File: src/rtl/row_scheduler_pkg.sv
// Shared definitions for the row scheduler: row type codes, FSM encodings,
// default row map and the font address helper.
package row_scheduler_pkg;

   typedef enum logic [1:0] {
      ROW_TEXT     = 2'd0,
      ROW_BIN      = 2'd1,
      ROW_HEXDEC   = 2'd2,
      ROW_PROGRESS = 2'd3
   } row_type_e;

   typedef enum logic [2:0] {
      ST_IDLE      = 3'd0,
      ST_ROW_WAIT  = 3'd1,
      ST_ROW_READ  = 3'd2,
      ST_FONT_WAIT = 3'd3,
      ST_FONT_READ = 3'd4,
      ST_DONE      = 3'd5
   } state_e;

   localparam logic [7:0] DEFAULT_ROW_MAP = 8'b11_10_01_00;
   localparam logic [7:0] FONT_FIRST_CHAR = 8'd32;
   localparam logic [7:0] FONT_LAST_CHAR  = 8'd127;

   // Glyphs are 16 bytes: two half-height bytes per column, 8 columns per char.
   function automatic logic [10:0] font_addr(input logic [7:0] ch,
                                             input logic [2:0] col,
                                             input logic       bottom);
      logic [7:0] c;
      logic [6:0] off;
      c = ((ch < FONT_FIRST_CHAR) || (ch > FONT_LAST_CHAR)) ? FONT_FIRST_CHAR : ch;
      off = 7'(c - FONT_FIRST_CHAR);
      return {off, col, bottom};
   endfunction

endpackage

File: src/rtl/row_scheduler_if.sv
// Pixel request/response handshake between the screen driver and the scheduler.
interface row_scheduler_if;
   logic       req_valid_i;
   logic [9:0] pixelAddress_i;
   logic       req_ready_o;
   logic       pix_valid_o;
   logic [7:0] pixelData_o;

   modport master (
      output req_valid_i,
      output pixelAddress_i,
      input  req_ready_o,
      input  pix_valid_o,
      input  pixelData_o
   );

   modport slave (
      input  req_valid_i,
      input  pixelAddress_i,
      output req_ready_o,
      output pix_valid_o,
      output pixelData_o
   );
endinterface

File: src/rtl/row_scheduler_frame_latch.sv
// Pending/active row map and display value snapshot; both only update at
// frame start so a whole frame is drawn from one consistent set of inputs.
module frame_latch
   import row_scheduler_pkg::*;
(
   input  logic       clk_i,
   input  logic       reset_i,
   input  logic       i_frame_start,
   input  logic [7:0] value_i,
   input  logic [7:0] rowMap_i,
   input  logic       rowMapLoad_i,
   output logic [7:0] value_o,
   output logic [7:0] o_active_map
);

   logic [7:0] r_pending_map;
   logic [7:0] r_active_map;
   logic [7:0] r_value;

   always_ff @(posedge clk_i or posedge reset_i) begin
      if (reset_i) begin
         r_pending_map <= DEFAULT_ROW_MAP;
         r_active_map  <= DEFAULT_ROW_MAP;
         r_value       <= 8'd0;
      end else begin
         if (rowMapLoad_i) begin
            r_pending_map <= rowMap_i;
         end
         // A load landing on the frame-start cycle takes effect immediately.
         if (i_frame_start) begin
            r_active_map <= rowMapLoad_i ? rowMap_i : r_pending_map;
            r_value      <= value_i;
         end
      end
   end

   assign value_o      = r_value;
   assign o_active_map = r_active_map;

endmodule

File: src/rtl/row_scheduler.sv
// Serves one pixel byte per request: reads the row generator selected by the
// active row map, then either returns it directly (progress) or via the font ROM.
module row_scheduler
   import row_scheduler_pkg::*;
#(
   parameter int ROW_LATENCY  = 1,
   parameter int FONT_LATENCY = 1
)(
   input  logic              clk_i,
   input  logic              reset_i,
   row_scheduler_if.slave    req_if,
   input  logic [7:0]        value_i,
   output logic [7:0]        value_o,
   input  logic [7:0]        rowMap_i,
   input  logic              rowMapLoad_i,
   output logic [3:0]        charIndex_o,
   output logic [9:0]        rowPixelAddress_o,
   output logic [1:0]        rowSel_o,
   input  logic [7:0]        textByte_i,
   input  logic [7:0]        binByte_i,
   input  logic [7:0]        hexDecByte_i,
   input  logic [7:0]        progByte_i,
   output logic [10:0]       fontAddr_o,
   input  logic [7:0]        fontData_i
);

   localparam logic [15:0] ROW_LAST  = 16'(ROW_LATENCY - 1);
   localparam logic [15:0] FONT_LAST = 16'(FONT_LATENCY - 1);

   state_e      r_state;
   state_e      w_state_next;
   logic [9:0]  r_addr;
   logic [15:0] r_wait_cnt;
   logic [7:0]  r_pix_data;
   logic        r_pix_valid;
   logic [10:0] r_font_addr;

   logic        w_accept;
   logic        w_frame_start;
   logic [7:0]  w_active_map;
   row_type_e   w_row_sel;
   logic [7:0]  w_row_byte;
   logic        w_load_row;
   logic        w_load_font_addr;
   logic        w_load_font_data;

   assign w_accept      = req_if.req_valid_i && (r_state == ST_IDLE);
   assign w_frame_start = w_accept && (req_if.pixelAddress_i == 10'd0);

   frame_latch u_frame_latch (
      .clk_i         (clk_i),
      .reset_i       (reset_i),
      .i_frame_start (w_frame_start),
      .value_i       (value_i),
      .rowMap_i      (rowMap_i),
      .rowMapLoad_i  (rowMapLoad_i),
      .value_o       (value_o),
      .o_active_map  (w_active_map)
   );

   assign w_row_sel = row_type_e'(w_active_map[{r_addr[9:8], 1'b0} +: 2]);

   always_comb begin
      w_row_byte = textByte_i;
      case (w_row_sel)
         ROW_TEXT:     w_row_byte = textByte_i;
         ROW_BIN:      w_row_byte = binByte_i;
         ROW_HEXDEC:   w_row_byte = hexDecByte_i;
         ROW_PROGRESS: w_row_byte = progByte_i;
         default:      w_row_byte = textByte_i;
      endcase
   end

   always_comb begin
      w_state_next     = r_state;
      w_load_row       = 1'b0;
      w_load_font_addr = 1'b0;
      w_load_font_data = 1'b0;
      case (r_state)
         ST_IDLE: begin
            if (w_accept) begin
               w_state_next = ST_ROW_WAIT;
            end
         end
         ST_ROW_WAIT: begin
            if (r_wait_cnt == ROW_LAST) begin
               w_state_next = ST_ROW_READ;
            end
         end
         ST_ROW_READ: begin
            if (w_row_sel == ROW_PROGRESS) begin
               w_load_row   = 1'b1;
               w_state_next = ST_DONE;
            end else begin
               w_load_font_addr = 1'b1;
               w_state_next     = ST_FONT_WAIT;
            end
         end
         ST_FONT_WAIT: begin
            if (r_wait_cnt == FONT_LAST) begin
               w_state_next = ST_FONT_READ;
            end
         end
         ST_FONT_READ: begin
            w_load_font_data = 1'b1;
            w_state_next     = ST_DONE;
         end
         ST_DONE: begin
            w_state_next = ST_IDLE;
         end
         default: begin
            w_state_next = ST_IDLE;
         end
      endcase
   end

   always_ff @(posedge clk_i or posedge reset_i) begin
      if (reset_i) begin
         r_state     <= ST_IDLE;
         r_wait_cnt  <= 16'd0;
         r_addr      <= 10'd0;
         r_pix_data  <= 8'd0;
         r_pix_valid <= 1'b0;
         r_font_addr <= 11'd0;
      end else begin
         r_state <= w_state_next;
         // Wait counter restarts on every state change, so each wait state
         // counts its own latency from zero.
         if (w_state_next != r_state) begin
            r_wait_cnt <= 16'd0;
         end else begin
            r_wait_cnt <= r_wait_cnt + 16'd1;
         end
         if (w_accept) begin
            r_addr <= req_if.pixelAddress_i;
         end
         if (w_load_row) begin
            r_pix_data <= w_row_byte;
         end else if (w_load_font_data) begin
            r_pix_data <= fontData_i;
         end
         if (w_load_font_addr) begin
            r_font_addr <= font_addr(w_row_byte, r_addr[2:0], r_addr[7]);
         end
         r_pix_valid <= (r_state == ST_DONE);
      end
   end

   assign req_if.req_ready_o = (r_state == ST_IDLE);
   assign req_if.pix_valid_o = r_pix_valid;
   assign req_if.pixelData_o = r_pix_data;

   assign charIndex_o       = r_addr[6:3];
   assign rowPixelAddress_o = {2'b00, r_addr[7], r_addr[6:0]};
   assign rowSel_o          = w_row_sel;
   assign fontAddr_o        = r_font_addr;

endmodule

File: src/flat_wrapper.sv
// flat-port wrapper written by rule: the top's interface ports become plain ports
module row_scheduler_flat import row_scheduler_pkg::*;
#(
   parameter int ROW_LATENCY  = 1,
   parameter int FONT_LATENCY = 1
)
  (clk_i, reset_i, value_i, value_o, rowMap_i, rowMapLoad_i, charIndex_o, rowPixelAddress_o, rowSel_o, textByte_i, binByte_i, hexDecByte_i, progByte_i, fontAddr_o, fontData_i, req_if_req_valid_i, req_if_pixelAddress_i, req_if_req_ready_o, req_if_pix_valid_o, req_if_pixelData_o);
  row_scheduler_if req_if_i ();
  input  logic clk_i;
  input  logic reset_i;
  input  logic [7:0] value_i;
  output logic [7:0] value_o;
  input  logic [7:0] rowMap_i;
  input  logic rowMapLoad_i;
  output logic [3:0] charIndex_o;
  output logic [9:0] rowPixelAddress_o;
  output logic [1:0] rowSel_o;
  input  logic [7:0] textByte_i;
  input  logic [7:0] binByte_i;
  input  logic [7:0] hexDecByte_i;
  input  logic [7:0] progByte_i;
  output logic [10:0] fontAddr_o;
  input  logic [7:0] fontData_i;
  input wire logic [$bits(req_if_i.req_valid_i)-1:0] req_if_req_valid_i;
  input wire logic [$bits(req_if_i.pixelAddress_i)-1:0] req_if_pixelAddress_i;
  output wire logic [$bits(req_if_i.req_ready_o)-1:0] req_if_req_ready_o;
  output wire logic [$bits(req_if_i.pix_valid_o)-1:0] req_if_pix_valid_o;
  output wire logic [$bits(req_if_i.pixelData_o)-1:0] req_if_pixelData_o;
  assign req_if_i.req_valid_i = req_if_req_valid_i;
  assign req_if_i.pixelAddress_i = req_if_pixelAddress_i;
  assign req_if_req_ready_o = req_if_i.req_ready_o;
  assign req_if_pix_valid_o = req_if_i.pix_valid_o;
  assign req_if_pixelData_o = req_if_i.pixelData_o;
  row_scheduler #(.ROW_LATENCY(ROW_LATENCY), .FONT_LATENCY(FONT_LATENCY)) u_core (.clk_i(clk_i), .reset_i(reset_i), .req_if(req_if_i), .value_i(value_i), .value_o(value_o), .rowMap_i(rowMap_i), .rowMapLoad_i(rowMapLoad_i), .charIndex_o(charIndex_o), .rowPixelAddress_o(rowPixelAddress_o), .rowSel_o(rowSel_o), .textByte_i(textByte_i), .binByte_i(binByte_i), .hexDecByte_i(hexDecByte_i), .progByte_i(progByte_i), .fontAddr_o(fontAddr_o), .fontData_i(fontData_i));
endmodule
File: config.mk
export PLATFORM = sky130hd
export DESIGN_NAME = row_scheduler_flat
export DESIGN_NICKNAME = d
export VERILOG_FILES = /design/src/rtl/row_scheduler_pkg.sv /design/src/rtl/row_scheduler_if.sv /design/src/rtl/row_scheduler_frame_latch.sv /design/src/rtl/row_scheduler.sv /design/src/flat_wrapper.sv
export SDC_FILE = /design/constraint.sdc
export NUM_CORES = 1
export LEC_CHECK = 0
export CORE_ASPECT_RATIO = 0.75
export CORE_UTILIZATION = 40
export CTS_CLUSTER_DIAMETER = 50
export DETAILED_ROUTE_END_ITERATION = 10
export PLACE_DENSITY_LB_ADDON = 0.12
export SKIP_LAST_GASP = 1
export SYNTH_ARGS = -nofsm -noshare
export SYNTH_HDL_FRONTEND = slang
export SYNTH_SLANG_ARGS = --single-unit
export TNS_END_PERCENT = 5
File: constraint.sdc
create_clock -name clk_i -period 2.45 [get_ports clk_i]
set_input_delay 0.49 -clock clk_i [delete_from_list [all_inputs] [get_ports clk_i]]
set_output_delay 0.49 -clock clk_i [all_outputs]
set_load 0.02 [all_outputs]
==> summary.md, run 1 <==
| Metric | Value |
|---|---|
| Core Box Area | 0.00849 mm^2 |
| Hold crit path type | flip-flop to flip-flop |
| Min Tclk post-route | roughly 2.4 ns |
| Setup TNS | 0 ns |
| Footprint of the multi-input gates | roughly 0.0014 mm^2 |
| Reg area | ~0.0018 mm^2 |
| Final Cycle Share | a little over nine tenths |
| Initial Util | between 40% and 50% |
| Fmax | around 420 MHz |
| Clk slew on worst S/H paths | approximately 0.06 ns |
| Syn Inst Count | a little under 300 |
| Wire per inst | approximately 15 um |
| Worst setup EP type | output port |
| Final critical-path setup slack | a little over 0.07 ns |
| Root Buffer | clkbuf_16 |
| Worst-path cell chain | mux4_1 > clkdlybuf4s50_1 |
| Synth cell types | 43 |
| WP data arrival | around 1.9 ns |
| Fillcell total | approximately 740 |
| Largest net degree at the start of global routing | 39 |
| Clock tree buffer depth | 2 |
| Initial antenna violation count | 0 |
| Post-DRT Antenna Nets | 0 |
| Fin. max-slew vios | 0 |
| Crit path required time | a little under 2 ns |
| Layout net count | 470 |
| Total track usage | around 18% |
| Num CTS Buffers | 9 |
| Post-Syn Area | ~0.0035 mm^2 |
| Endpoints failing setup | 0 |
| Diodes inserted | 0 |
| Pwr/cell area | between 800 and 900 mW/mm^2 |
| Share of cells above drive strength 1 | 21.1% |
| Setup Crit Path Kind | flip-flop to output port |
| Unrepaired setup endpoints after global routing | false |
| P_leak | between 0.002 and 0.0025 uW |
| Routed vias | 2521 |
| Hold depth | 2 |
| Slowest stage delay, CP | around 0.59 ns |
| Post-CTS setup buffers | 0 |
| H-tree levels | 3 |
| Peak supply drop | 0.611 mV |
| Post-synthesis sequential area ratio | a little over half |
| Most frequent cells in the layout | clkdlybuf4s50_1 (112), dfrtp_1 (65), mux2_2 (44) |
| Main synth FF type | dfrtp_1 |
| Die height | about 83 um |
| Avg Synthesized Cell Area | roughly 12 um^2 |
| Setup slack, reg-to-reg | roughly 0.32 ns |
| First-pass GRT wire length | around 13000 um |
| Slowest-stage cell, CP | mux4_1 |
| CTS Sinks | 73 |
| Clk Latency, worst-skew pair | around 0.33 ns |
| Status | completed |
| Setup crit start kind | flip-flop |
| Final HPWL DP | about 5700 um |
| Final hold violations | 0 |
| Initial DRT Pass Iterations | 4 |
| Drt first-iter violations | 48 |
| R2R depth | 6 |
| Die X-Extent | roughly 110 um |
| PortBufs | around 110 |
| Clk_skew | between 0.008 and 0.009 ns |
| Area delta synth->final | 39.9% |
| EDFF count, synth | 0 |
| DRC viols | 0 |
| Async SR Flop Fraction | between 90% and 100% |
| Vias in the first global route | about 2500 |
| Standard-cell rows | 29 |
| CTS tree | done |
| RD Place Congestion | ~0.76 |
| Placement Setup Slack | 0.315 ns |
| Synth Register Bits | between 70 and 80 |
| Gr ovfl total | 0 |
| Crit Path Max Fanout | 3 |
| Total Power | between 4000 and 5000 uW |
| Post-CTS Hold Fix Bufs | 0 |
| Die area | slightly above 0.009 mm^2 |
| Yosys Warn Count | 0 |
| IO Count | 115 |
| Most common cell after layout, fill and taps aside | clkdlybuf4s50_1 |
| Routed wire length | just under 8000 um |
| Max Cap Viol | 0 |
| CTS resizes | 0 |
| Avg Vias per Cell | 4.93 |
[power by group]
| part | switching [uW] | internal, uW |
|---|---|---|
| clock | 489 | 740 |
| combinational | 604 | 689 |
| sequential | 270 | 1510 |
| total | 1360 | 2940 |
[stage by stage]
stage	area, um^2	std cells	hold slack [ns]	utilization, %
after CTS	4900	511	0.488	57.8
final	4900	511	0.483	57.8
after floorplan	3510	296	0.469	-
after global placement	4620	495	0.462	54.4
after global routing	4900	511	0.506	57.8
after detailed placement	4620	495	0.476	54.4
[registers in the layout, indices dropped and copies added (netlist names)]
register                            cells
u_core.r_addr                          10
u_core.u_frame_latch.r_pending_map      8
u_core.r_wait_cnt                      16
u_core.req_if.pixelData_o               8
u_core.u_frame_latch.value_o            8
u_core.req_if.pix_valid_o               1
u_core.u_frame_latch.o_active_map       8
u_core.fontAddr_o                      11
u_core.r_state                          3
[synth_stat cells, types with 3 or more instances]
master	count	area (um^2)
a21oi_1	10	50.1
buf_2	6	30.0
buf_4	14	105
clkbuf_1	4	15.0
dfrtp_1	65	1630
dfstp_2	8	210
inv_1	9	33.8
mux2_2	44	495
mux2i_1	12	120
nand2_1	12	45.0
nand3_1	7	35.0
nand4_1	4	25.0
nor2_1	30	113
nor3_1	7	35.0
nor4_1	5	31.3
o21ai_0	3	15.0
o22ai_1	7	43.8
o31ai_1	4	30.0
xnor2_1	9	78.8
xor2_1	6	52.6
[logic make-up after synthesis]
family                     synth area share, %
buffers and inverters                     6.46
xor gates and xnor gates                  3.75
other                                    0.107
DFF                                       52.4
adders and majority gates                0.713
AOI/OAI and AO/OA                         5.85
and+or+nand+nor                           11.0
muxes                                     19.7
[area by class of cell]
| class | count | share of cell area [%] |
|---|---|---|
| Sequential cell | 73 | 37.4 |
| Multi-Input combinational cell | 187 | 29.5 |
| Timing Repair Buffer | 118 | 23.8 |
| Clock buffer | 12 | 5.23 |
| Tap cell | 108 | 2.76 |
| Inverter | 9 | 0.689 |
| Clock inverter | 4 | 0.587 |
[critical path: cells and delay by family (launching register included)]
family | cells | cell delay, ns
multiplexers | 1 | 0.59
buffers and inverters | 1 | 0.59
flip-flops | 1 | 0.38
[layer usage]
metal | wire length (um) | vias to the layer above | track usage (%)
li1 | - | 1227 | -
met2 | 3620 | 61 | 27.8
met1 | 3710 | 1226 | 25.0
met3 | 375 | 7 | 5.18
met4 | 79 | 0 | 5.74
met5 | 0 | - | 0
[worst paths after layout]
check,from,endpoint
setup reg to reg,u_core.r_addr[8],u_core.fontAddr_o[8]
setup / recovery,u_core.r_addr[8],rowSel_o[1]
hold / removal,u_core.fontAddr_o[7],u_core.fontAddr_o[7]
max in group asynchronous,reset_i,u_core.u_frame_latch.r_pending_map[7]
hold reg to reg,u_core.fontAddr_o[7],u_core.fontAddr_o[7]
min in group asynchronous,reset_i,u_core.r_wait_cnt[3]
No activity file was read; power rests on OpenSTA's default activity.
==> run 2, diff against run 1 <==
--- a/config.mk
+++ b/config.mk
@@ -5,6 +5,7 @@
 export SDC_FILE = /design/constraint.sdc
 export NUM_CORES = 1
 export LEC_CHECK = 0
+export ABC_AREA = 1
 export CORE_ASPECT_RATIO = 0.75
 export CORE_UTILIZATION = 40
 export CTS_CLUSTER_DIAMETER = 50
==> summary.md, run 2 <==
| Metric | Value |
|---|---|
| Root Buffer | clkbuf_16 |
| Gr busiest metal | met2 |
| Grt met3 use | ~5.4% |
| Crit path required time | about 2.0 ns |
| Area delta synth->final | 40.8% |
| Syn Inst Count | roughly 440 |
| Status | completed |
| Setup crit start kind | flip-flop |
| Adder-Cell Fraction of Synth Area | less than 1% |
| First-pass GRT wire length | 14900 um |
| Num CTS Buffers | 9 |
| EDFF count, synth | 0 |
| Proportion of synthesized area in mux cells | under 10% |
| DRC viols | 0 |
| Hold depth | 1 |
| Async SR Flop Fraction | 100% |
| RD Place Congestion | between 0.8 and 0.9 |
| Die X-Extent | approximately 110 um |
| Fin Hold WS | around 0.46 ns |
| Clk slew on worst S/H paths | 0.05 ns |
| Share of the synthesized area in the top cell type | around 44% |
| IO Count | ~120 |
| Setup Crit Path Kind | flip-flop to output port |
| Synth Register Bits | 73 |
| Met1 Use GR | 26.7% |
| Post-DRT Antenna Nets | 0 |
| Avg Vias per Cell | about 4.8 |
| Final critical-path setup slack | approximately 0.054 ns |
| Gr ovfl total | 0 |
| WP data arrival | roughly 1.9 ns |
| P_leak | between 0.002 and 0.0025 uW |
| Synth top area cells | dfrtp_1 (44%), nand2_1 (13%), dfstp_2 (5.7%) |
| Die area | 0.00960 mm^2 |
| Initial Util | a little over two fifths |
| Final HPWL DP | roughly 6600 um |
| Largest net degree at the start of global routing | 74 |
| XOR/XNOR Fraction of Synth Area | under 10% |
| Hold crit path type | flip-flop to flip-flop |
| Yosys Warn Count | 0 |
| Internal power | 3440 uW |
| Fin area | 0.00518 mm^2 |
| Sequential group share of total power | roughly 31% |
| Largest family of logic cells by synthesized area | simple AND/OR/NAND/NOR gates |
| Initial DRT Pass Iterations | 4 |
| NetSw | 2010 uW |
| CTS Sinks | 73 |
| Die height | approximately 85 um |
| CTS tree | done |
| Standard-cell rows | 29 |
| Top reg by flops | u_core.r_wait_cnt |
| Largest area contributor in the netlist | dfrtp_1 |
| Placement Setup Slack | ~0.36 ns |
| Endpoints failing setup | 0 |
| R2R depth | 10 |
| Pwr/cell area | between 1000 and 1500 mW/mm^2 |
| Peak supply drop | ~0.6 mV |
| Final Cycle Share | 97.8% |
| Max Cap Viol | 0 |
| Cell with the most instances after synthesis | nand2_1 |
| Switching portion of total power | approximately 37% |
| Initial antenna violation count | 0 |
| Avg Synthesized Cell Area | between 8 and 9 um^2 |
| Clock tree buffer depth | 2 |
| Wire per inst | 13.4 um |
| Crit Path Max Fanout | 6 |
| Clk Latency, worst-skew pair | 0.32 ns |
| Total track usage | around a fifth |
| Routed vias | 3198 |
| Synth Area in Simple Gates | between 30% and 40% |
| Fin util | about 60% |
| Main synth FF type | dfrtp_1 |
| Share of cells above drive strength 1 | 12.1% |
| Core Box Area | roughly 0.0087 mm^2 |
| Unrepaired setup endpoints after global routing | true |
| H-tree levels | 3 |
| Min Tclk post-route | 2.40 ns |
| Post-DP Area | 0.00484 mm^2 |
| Fin. max-slew vios | 0 |
| Synth top cells by count | nand2_1 (125), dfrtp_1 (65), inv_1 (41) |
| Clk_skew | ~0.0082 ns |
| Synth cell types | 34 |
| Layout net count | between 600 and 700 |
| Global-route met2 utilization | 31.4% |
| Post-Syn Area | between 0.003 and 0.004 mm^2 |
| Post-synthesis sequential area ratio | between 40% and 50% |
| Logic pwr share | 41.2% |
| PortBufs | approximately 110 |
| Setup TNS | 0 ns |
| Vias in the first global route | ~3100 |
| Worst setup EP type | output port |
| Drt first-iter violations | about 170 |
| Most common cell after layout, fill and taps aside | nand2_1 |
| Most frequent cells in the layout | nand2_1 (125), clkdlybuf4s50_1 (111), dfrtp_1 (65) |
| Synth Area in Compound Gates | 6.05% |
| Routed wire length | around 8800 um |
| Final hold violations | 0 |
| Fmax | 417 MHz |
| Diodes inserted | 0 |
| Clk pwr share | between 20 and 30% |
| Largest register FFs | 16 |
run 2: cell types whose count changed in the layout (fill, tap and decap cells not counted), moves of 4 or more:
cell,before,now
nand2_1,12,125
o31ai_1,4,0
nor4_1,5,1
mux2_2,44,6
xnor2_1,9,5
nand4_1,4,11
o21ai_0,3,9
mux2i_1,12,0
inv_1,8,40
inv_2,1,6
o21ai_1,0,17
nand3_1,7,35
nor2_2,0,12
run 2: cells by family after synthesis:
group / Yosys count
buffers and inverters: 68
AND/OR/NAND/NOR: 241
adder cells (fa/ha/maj): 2
other: 1
XOR/XNOR: 11
multiplexers: 6
AO/OA/AOI/OAI: 39
flip-flops: 73
run 2: final timing paths:
| kind | end | slack [ns] | from |
|---|---|---|---|
| max | rowSel_o[0] | 0.05 | u_core.r_addr[8] |
| min | u_core.r_wait_cnt[0] | 0.46 | u_core.r_wait_cnt[0] |
| max in group asynchronous | u_core.u_frame_latch.o_active_map[7] | 1.54 | reset_i |
| min in group asynchronous | u_core.u_frame_latch.value_o[7] | 0.57 | reset_i |
| min reg2reg | u_core.r_wait_cnt[0] | 0.46 | u_core.r_wait_cnt[0] |
| max reg2reg | u_core.r_wait_cnt[0] | 0.47 | u_core.r_wait_cnt[0] |
run 2: power groups by stage:
stage / logic (uW) / clock network [uW] / registers [uW]
after CTS: 2280 / 1530 / 1700
final: 2250 / 1500 / 1700
after global routing: 2460 / 1590 / 1740
after detailed placement: 2270 / 0 / 1720
after floorplan: 1370 / 0 / 1840
after global placement: 2230 / 0 / 1710
run 2: metal layers:
metal	wire, um	part of all wire [%]
met5	0	0
met4	70	0.79
met3	665	7.5
met2	3820	43
met1	4280	48
run 2: through the flow:
step | cells | total power [uW]
floorplan | 442 | 3220
global placement | 644 | 3950
detailed placement | 644 | 4000
CTS | 660 | 5510
global route | 660 | 5790
finish | 660 | 5460
run 2: area by class of cell:
type / instances / area [um^2]
sequential: 73 / 1840
clock inverter: 5 / 103
clock buffer: 11 / 243
inverter: 46 / 173
timing repair buffer: 116 / 1170
tap: 108 / 135
multi-input combinational: 301 / 1530
fill: 800 / 3520
run 2: critical path, cell delays in order, from the launching register on:
cell             delay [ns]
dfrtp_1                0.44
inv_2                  0.14
nand2_1                0.09
nand2_1                0.06
nand2_1                0.05
nand2_1                0.17
clkdlybuf4s50_1        0.64
run 2: timing repair:
action	in CTS	in global routing
hold buffers	0	0
hold endpoints to repair	0	0
setup buffers	0	0
resized for setup	0	1
setup endpoints to repair	0	2
==> run 3, diff against run 2 <==
--- a/config.mk
+++ b/config.mk
@@ -10,6 +10,7 @@
 export CORE_UTILIZATION = 40
 export CTS_CLUSTER_DIAMETER = 50
 export DETAILED_ROUTE_END_ITERATION = 10
+export DONT_BUFFER_PORTS = 1
 export PLACE_DENSITY_LB_ADDON = 0.12
 export SKIP_LAST_GASP = 1
 export SYNTH_ARGS = -nofsm -noshare
==> summary.md, run 3 (synthesis results as in run 2) <==
| Metric | Value |
|---|---|
| Post-CTS Hold Fix Bufs | 0 |
| CTS Sinks | between 70 and 80 |
| Status | completed |
| Post-DP Area | 0.00371 mm^2 |
| Footprint of the multi-input gates | approximately 0.0015 mm^2 |
| Largest net degree at the start of global routing | 74 |
| Min Tclk post-route | between 1.5 and 2 ns |
| Fin Hold WS | 0.116 ns |
| Reg area | between 0.0015 and 0.002 mm^2 |
| Most frequent CP cell | nand2_1 |
| RD Place Congestion | between 0.8 and 0.9 |
| Clk Latency, worst-skew pair | 0.32 ns |
| Max-Slew Margin vs Limit | between 60% and 70% |
| First-pass GRT wire length | 13300 um |
| Most frequent cells in the layout | nand2_1 (125), dfrtp_1 (65), inv_1 (40) |
| Fmax | between 500 and 600 MHz |
| Initial DRT Pass Iterations | 4 |
| Setup crit start kind | flip-flop |
| Avg Vias per Cell | just over 5 |
| Num CTS Buffers | 9 |
| IO Count | about 120 |
| Area delta synth->final | 9.45% |
| Fin area | around 0.0040 mm^2 |
| Worst Max-Slew Pin Slew | approximately 0.55 ns |
| CTS tree | done |
| Met1 Use GR | approximately 24% |
| DRC viols | 0 |
| Max Cap Viol | 0 |
| Die height | about 85 um |
| Top reg by flops | u_core.r_wait_cnt |
| Worst-path cell chain | inv_1 > ha_1 > nand4_1 > nor2_1 > nand2_1 > o21ai_1 > nand2_1 > nand2_1 > nand3_2 > nor2_1 |
| Fin. max-slew vios | 0 |
| Setup TNS | 0 ns |
| Core Box Area | a little under 0.009 mm^2 |
| Clock tree buffer depth | 2 |
| Fillcell total | ~890 |
| Diodes inserted | 0 |
| Slowest-stage cell, CP | dfrtp_1 |
| Routed vias | between 2000 and 3000 |
| Pwr/cell area | 1170 mW/mm^2 |
| Vias in the first global route | approximately 2700 |
| PortBufs | 0 |
| Total Power | 4730 uW |
| Worst setup EP type | flip-flop |
| Wire per inst | between 10 and 15 um |
| Share of cells above drive strength 1 | between 10% and 20% |
| P_leak | ~0.0019 uW |
| Initial antenna violation count | 0 |
| Global-route met2 utilization | around 28% |
| Die X-Extent | approximately 110 um |
| Largest register FFs | 16 |
| Final hold violations | 0 |
| Grt met3 use | about 5.4% |
| Routed wire length | 8040 um |
| Crit Path Max Fanout | 16 |
| Die area | about 0.0096 mm^2 |
| Gr ovfl total | 0 |
| Post-CTS setup buffers | 0 |
| Post-DRT Antenna Nets | 0 |
| Standard-cell rows | 29 |
| Total track usage | a little under a fifth |
| Final HPWL DP | about 6000 um |
| Gr busiest metal | met2 |
| Most common cell after layout, fill and taps aside | nand2_1 |
| Clk_skew | just under 0.009 ns |
| Crit path required time | approximately 2.7 ns |
| Unrepaired setup endpoints after global routing | false |
| Setup Crit Path Kind | flip-flop to flip-flop |
| Peak supply drop | 0.446 mV |
| CTS resizes | 0 |
| Initial Util | a little over two fifths |
| Clk slew on worst S/H paths | about 0.060 ns |
| WP data arrival | between 2 and 2.5 ns |
| Final Cycle Share | 80.8% |
| Root Buffer | clkbuf_16 |
| H-tree levels | 3 |
| Drt first-iter violations | slightly below 200 |
| Endpoints failing setup | 0 |
| Hold crit path type | input pin to asynchronous set/reset pin |
| Slowest stage delay, CP | approximately 0.40 ns |
| Layout net count | just over 500 |
run 3: changes by cell type in the layout (fill, tap and decap cells not counted), sizes merged:
cell | previous run | this run
bufinv | 3 | 2
clkbuf | 11 | 13
clkdlybuf4s50 | 111 | 0
clkinvlp | 1 | 0
dlymetal6s2s | 1 | 0
run 3: per-stage QoR:
step / setup slack (ns) / instances / util [%]
floorplan: 0.120 / 442 / -
global placement: 0.548 / 532 / 42.7
detailed placement: 0.454 / 532 / 42.7
CTS: 0.442 / 548 / 46.3
global route: 0.220 / 548 / 46.3
finish: 0.469 / 548 / 46.3
run 3: metal layers:
layer | part of all wire, % | wire length, um | up-vias
met5 | 0 | 0 | -
met4 | 1.1 | 85 | 0
met3 | 7.6 | 611 | 7
met2 | 43 | 3490 | 101
met1 | 48 | 3850 | 1307
li1 | - | - | 1392
run 3: layout make-up:
cell class | instances | area share [%]
sequential | 73 | 45.6
multi-input combinational | 301 | 37.9
clock buffer | 13 | 6.21
inverter | 46 | 4.28
tap | 108 | 3.35
clock inverter | 3 | 1.61
timing repair buffer | 4 | 1.06
run 3: worst max-delay path: cells and delay by family, from the launching register on:
kind	cells	cell delay, ns
and+or+nand+nor	7	1.11
DFF	1	0.40
AOI/OAI and AO/OA	1	0.16
adders and majority gates	1	0.14
buffers and inverters	1	0.09
run 3: path summary, 6_finish.rpt:
check | from | to | slack, ns | cells after the start
setup / recovery | u_core.r_wait_cnt[0] | u_core.r_wait_cnt[1] | 0.47 | 10
hold / removal | reset_i | u_core.r_addr[6] | 0.12 | 2
setup reg to reg | u_core.r_wait_cnt[0] | u_core.r_wait_cnt[1] | 0.47 | 10
hold reg to reg | u_core.r_wait_cnt[0] | u_core.r_wait_cnt[0] | 0.47 | 1
max in group asynchronous | reset_i | u_core.u_frame_latch.o_active_map[6] | 1.98 | 2
min in group clk_i | rowMapLoad_i | u_core.u_frame_latch.r_pending_map[5] | 0.27 | 2
run 3: report_power, final:
| part | switching (uW) | internal, uW | leakage [uW] | total, uW |
|---|---|---|---|---|
| logic | 888 | 419 | 0.000832 | 1310 |
| clock network | 460 | 918 | 0.000154 | 1380 |
| registers | 554 | 1490 | 0.000921 | 2040 |
| total | 1900 | 2830 | 0.00191 | 4730 |
